<file path="src/rtl/folded_maj_pkg.sv">
// Shared types and parameter-derived sizing for the folded majority engine.
// Keeping the derivations here lets the top and any bench agree on widths.
package folded_maj_pkg;

  typedef enum logic [1:0] {
    IDLE  = 2'd0,
    ACCUM = 2'd1,
    DONE  = 2'd2
  } state_t;

  // Number of CHUNK-bit slices needed to cover n_in voters.
  function automatic int calc_nchunk(input int n_in, input int chunk);
    return (n_in + chunk - 1) / chunk;
  endfunction

  // Width able to hold any popcount from 0 to n_in inclusive.
  function automatic int calc_cw(input int n_in);
    return $clog2(n_in + 1);
  endfunction

  function automatic int calc_maj_thr(input int n_in);
    return n_in / 2 + 1;
  endfunction

endpackage

</file>
<file path="src/rtl/folded_maj_engine_popcount_chunk.sv">
// Combinational popcount of one CHUNK-bit slice of the voting vector.
module popcount_chunk #(
  parameter  int CHUNK = 9,
  localparam int SW    = $clog2(CHUNK + 1)
) (
  input  logic [CHUNK-1:0] bits,
  output logic [SW-1:0]    ones
);

  // NOTE: blocking assignments are correct here; the loop builds a running sum
  // inside one combinational evaluation, so each step must see the previous one.
  always_comb begin
    ones = '0;
    for (int i = 0; i < CHUNK; i++) begin
      ones = ones + SW'(bits[i]);
    end
  end

endmodule

</file>
<file path="src/rtl/folded_maj_engine.sv">
// Folded threshold/majority voter: popcounts a captured vector CHUNK bits per
// cycle, then compares the total with a majority or programmable threshold.
module folded_maj_engine
  import folded_maj_pkg::*;
#(
  parameter  int N_IN  = 45,
  parameter  int CHUNK = 9,
  localparam int CW    = calc_cw(N_IN)
) (
  input  logic            clk,
  input  logic            rst_n,
  input  logic            in_valid,
  output logic            in_ready,
  input  logic [N_IN-1:0] x,
  input  logic            maj_mode,
  input  logic [CW:0]     thr_in,
  output logic            out_valid,
  input  logic            out_ready,
  output logic            y,
  output logic [CW-1:0]   count
);

  localparam int NCHUNK  = calc_nchunk(N_IN, CHUNK);
  localparam int MAJ_THR = calc_maj_thr(N_IN);
  localparam int PW      = NCHUNK * CHUNK;
  localparam int IW      = (NCHUNK > 1) ? $clog2(NCHUNK) : 1;
  localparam int SW      = $clog2(CHUNK + 1);

  localparam logic [IW-1:0] LAST_IDX  = IW'(NCHUNK - 1);
  localparam logic [CW:0]   MAJ_THR_W = (CW + 1)'(MAJ_THR);

  state_t state_q, state_d;

  logic [PW-1:0]    vec_q;
  logic [CW:0]      thr_q;
  logic [CW-1:0]    acc_q;
  logic [IW-1:0]    idx_q;
  logic [CW-1:0]    count_q;
  logic             y_q;

  logic             accept;
  logic             last_chunk;
  logic [CHUNK-1:0] chunk_bits;
  logic [SW-1:0]    chunk_ones;
  logic [CW-1:0]    acc_sum;
  logic             decision;

  assign accept     = (state_q == IDLE) && in_valid;
  assign last_chunk = (idx_q == LAST_IDX);

  // Padding bits above N_IN-1 are zero in vec_q, so they never add to the sum.
  assign chunk_bits = vec_q[int'(idx_q) * CHUNK +: CHUNK];

  popcount_chunk #(
    .CHUNK(CHUNK)
  ) u_popcount_chunk (
    .bits(chunk_bits),
    .ones(chunk_ones)
  );

  // The running total never exceeds N_IN, so CW bits cannot wrap.
  assign acc_sum  = acc_q + CW'(chunk_ones);
  assign decision = ({1'b0, acc_sum} >= thr_q);

  // NOTE: every variable gets its default before the case so no path can
  // leave state_d unassigned and infer a latch.
  always_comb begin
    state_d = state_q;
    unique case (state_q)
      IDLE:    if (in_valid)   state_d = ACCUM;
      ACCUM:   if (last_chunk) state_d = DONE;
      DONE:    if (out_ready)  state_d = IDLE;
      default:                 state_d = IDLE;
    endcase
  end

  always_ff @(posedge clk) begin
    if (!rst_n) begin
      state_q <= IDLE;
      acc_q   <= '0;
      idx_q   <= '0;
      count_q <= '0;
      y_q     <= 1'b0;
    end else begin
      state_q <= state_d;
      if (accept) begin
        acc_q <= '0;
        idx_q <= '0;
      end else if (state_q == ACCUM) begin
        acc_q <= acc_sum;
        if (last_chunk) begin
          count_q <= acc_sum;
          y_q     <= decision;
        end else begin
          idx_q <= idx_q + IW'(1);
        end
      end
    end
  end

  // NOTE: the captured vector and threshold have no reset; they are only read
  // in ACCUM, which is reachable solely through an accepting edge that loads them.
  always_ff @(posedge clk) begin
    if (accept) begin
      vec_q <= PW'(x);
      thr_q <= maj_mode ? MAJ_THR_W : thr_in;
    end
  end

  assign in_ready  = (state_q == IDLE);
  assign out_valid = (state_q == DONE);
  assign count     = count_q;
  assign y         = y_q;

endmodule
</file>
<file path="config.mk">
export PLATFORM = sky130hd
export DESIGN_NAME = folded_maj_engine
export DESIGN_NICKNAME = d
export VERILOG_FILES = /design/src/rtl/folded_maj_pkg.sv /design/src/rtl/folded_maj_engine_popcount_chunk.sv /design/src/rtl/folded_maj_engine.sv
export SDC_FILE = /design/constraint.sdc
export NUM_CORES = 1
export LEC_CHECK = 0
export CORE_MARGIN = 2
export CORE_UTILIZATION = 46
export CTS_CLUSTER_SIZE = 20
export DETAILED_ROUTE_END_ITERATION = 8
export GPL_ROUTABILITY_DRIVEN = 0
export PLACE_DENSITY = 0.76
export SETUP_SLACK_MARGIN = 0.02
export SYNTH_ARGS = -nofsm -noshare
export SYNTH_HDL_FRONTEND = slang
export SYNTH_SLANG_ARGS = --single-unit
</file>
<file path="constraint.sdc">
create_clock -name clk -period 5.77 [get_ports clk]
set_clock_uncertainty 0.2 [all_clocks]
set_input_delay 1.154 -clock clk [delete_from_list [all_inputs] [get_ports clk]]
set_output_delay 1.154 -clock clk [all_outputs]
set_load 0.01 [all_outputs]
</file>
==> results by group <==
Timing
  • Min cycle time layout: between 5 and 6 ns
  • Max-slew headroom: 0.571
  • Worst-Margin Slew: about 0.64 ns
  • FMAX: 0.176 GHz
  • Hold_ws: ~0.27 ns
  • RSZ-0062 raised after global routing: true
  • Final setup fails: 0
  • Slew Viols, Final: 0
  • Hold Fails Final Rpt: 0
  • Tcrit/Tclk final: 0.984

Critical path
  • Critical path type: reg2reg
  • Critical path arrival: a little under 6 ns
  • CP Launch Type: register
  • Worst Setup End Kind: register
  • Worst EP required: 5.86 ns
  • Crit-path max FO: 3
  • Crit-path max cell delay: approximately 0.51 ns
  • Crit-path slowest cell: fa_1
  • Worst-path cell chain: mux4_2 -> a22o_1 -> ha_1 -> inv_2 -> fa_1 -> fa_1 -> inv_2 -> fa_1 -> ha_2 -> fa_2 -> xnor2_2 -> ha_1 -> a211oi_2 -> a21oi_1 -> xor2_1 -> ha_1 -> nand4b_1 -> o32a_1 -> a21oi_2

Clock tree
  • Clock slew seen by the registers of the worst setup and hold paths: roughly 0.080 ns
  • TritonCTS buffer count: 9
  • CTS Hold Bufs: 0
  • Clock buffer depth: 2
  • Clock sink count: 70
  • Clock latency on the worst-skew pair: between 0.3 and 0.4 ns
  • Max H-tree Level: 3
  • TritonCTS clock tree: done
  • CTS Root Buffer Type: clkbuf_8

Global routing
  • All-layer global routing usage: 0.177
  • Overflow after GRT: 0
  • Vias in the first global route: 2122
  • Largest net degree at the start of global routing: 43
  • First-pass GRT wire length: 9970 µm
  • Initial antenna violation count: 0

Power and ir drop
  • P_leak: between 0.0015 and 0.002 µW
  • Worst VDD drop: 0.211 mV
  • Pwr per Cell Area: ~330 nW/µm²

Routing
  • Remaining antenna violation count: 0
  • Remaining DRCs: 0
  • First-pass DRT Iterations: 4
  • Via count: 2065
  • 1st-iter DRT viols: about 120
  • Drt wl/cell: 15.4 µm
  • Vias per cell: around 5.2
  • Detailed Route WL: 6090 µm

Logic synthesis
  • Post-synth ARST share: 0
  • Top cells by area, synth: edfxtp_1 (49%), dfxtp_1 (11%), ha_1 (7.4%)
  • Synth unique cells: between 40 and 50
  • Leading area contributor after synthesis: edfxtp_1
  • YS warnings: 0
  • Mapped Avg Cell Area: ~14 µm²
  • Cell Area, Synth: 3200 µm²
  • Synth Register Bits: 70
  • EDFF count, synth: 52
  • Synth Instances: approximately 230
  • Post-synth top area share: 0.488
  • Register area share after synthesis: 0.600
  • Most used DFF post-synth: edfxtp_1
  • Syn nets: about 300

Layout
  • Post-Layout Inst Area: approximately 4300 µm²
  • Share of layout cells above drive strength 1: 0.187
  • Layout fillers: between 500 and 600
  • ANT cells: 0
  • Area grow syn2layout: 33.2%
  • Final net count: ~390

Floorplan
  • FP Rows: 30
  • Area of the core: ~6800 µm²
  • Die area: about 7600 µm²
  • Starting Density: 0.474
  • DIE WIDTH: around 87 µm
  • Chip height: 87.4 µm
  • Top-Level Pins: 66

Status
  • Status: finished, final reports clean

Place
  • Post-DP HPWL: roughly 4700 µm
  • PortBufs: 65
  • Area post-placement: a little over 4000 µm²

Flow run
  • Max_cap viols: 0

Worst hold path
  • Hold Path Class: reg2reg
[critical path, delay by kind of cell, from the launching register on]
kind | cells | cell delay, ns
compound gates | 5 | 1.03
xor+xnor | 2 | 0.34
simple gates | 1 | 0.10
mux | 1 | 0.47
buf+inv | 2 | 0.08
fa+ha+maj | 8 | 2.98
flops | 1 | 0.41
[layer usage]
layer,GRT usage,up-vias,wire [µm]
met3,0.0588,13,306
met4,0.0867,0,126
met1,0.209,995,2470
met2,0.291,57,3190
li1,-,1000,-
met5,0,-,0
[flip-flops by register name, summed over array words and instances, names as in the netlist]
| register | flops |
|---|---|
| acc_q | 6 |
| count | 6 |
| idx_q | 3 |
| state_q | 2 |
| thr_q | 7 |
| vec_q | 45 |
| y | 1 |
[power by group]
group	total [µW]	leakage (µW)	internal (µW)	switching, µW
clock	360	0.0000881	161	198
combinational	451	0.000887	237	214
sequential	585	0.000640	572	13.2
[cells in the final DEF, fill, tap and decap left out, drive strengths merged, types with 8 or more instances in the layout]
cell / netlist / layout
dfxtp: 18 / 18
nand2: 15 / 15
inv: 17 / 20
ha: 19 / 19
nand3: 8 / 8
edfxtp: 52 / 52
clkbuf: 4 / 9
clkdlybuf4s50: 0 / 65
a21oi: 11 / 11
mux4: 9 / 9
buf: 3 / 14
[layout make-up]
class / instances / area, µm² / share of cell area
Clock buffer: 9 / 124 / 0.0290
Clock inverter: 7 / 57.6 / 0.0135
Inverter: 17 / 63.8 / 0.0150
Multi-Input combinational cell: 133 / 1240 / 0.290
Sequential cell: 70 / 1930 / 0.452
Tap cell: 80 / 100 / 0.0235
Timing Repair Buffer: 79 / 756 / 0.177
[repair_timing]
item | in CTS | in global routing
pin swaps | 3 | 16
setup buffers | 1 | 1
endpoints found under the setup margin | 1 | 1
resized for setup | 5 | 5
[path summary, 6_finish.rpt]
kind              cells past startpoint             startpoint  slack, ns               endpoint
setup / recovery                     19    vec_q[18]$_DFFE_PP_       0.09         y$_SDFFE_PN0P_
hold / removal                        2  acc_q[0]$_SDFFE_PP0P_       0.27  acc_q[0]$_SDFFE_PP0P_
setup reg to reg                     19    vec_q[18]$_DFFE_PP_       0.09         y$_SDFFE_PN0P_
hold reg to reg                       2  acc_q[0]$_SDFFE_PP0P_       0.27  acc_q[0]$_SDFFE_PP0P_
[logic make-up after synthesis]
kind of cell / after synthesis / synth area share
xor gates and xnor gates: 7 / 0.0192
buffers and inverters: 24 / 0.0297
adders and majority gates: 25 / 0.112
AOI/OAI and AO/OA: 40 / 0.0848
DFF: 70 / 0.600
and+or+nand+nor: 52 / 0.0907
muxes: 9 / 0.0633
[synthesized netlist by cell type, drive strengths merged (2+ instances only)]
cell,n
edfxtp,52
ha,19
dfxtp,18
inv,17
nand2,15
a21oi,11
mux4,9
nand3,8
fa,6
nor2,6
o21ai,6
xnor2,6
a22o,5
nor2b,5
a211oi,4
a22oi,4
clkbuf,4
or2,4
buf,3
nand2b,3
nor3,3
a21boi,2
a21o,2
and2b,2
nor3b,2
[metrics by stage]
stage           util  setup slack [ns]  setup TNS (ns)  std cells  power, µW
3_5_place_dp   0.597            -0.110          -0.110        377       1020
2_1_floorplan      -            0.0304               0        227        860
3_3_place_gp   0.597          -0.00563        -0.00563        377       1000
5_1_grt        0.631            -0.103          -0.103        395       1490
6_report       0.631            0.0920               0        395       1400
4_1_cts        0.628            0.0251               0        394       1410
(Power assumes the default switching activity.)
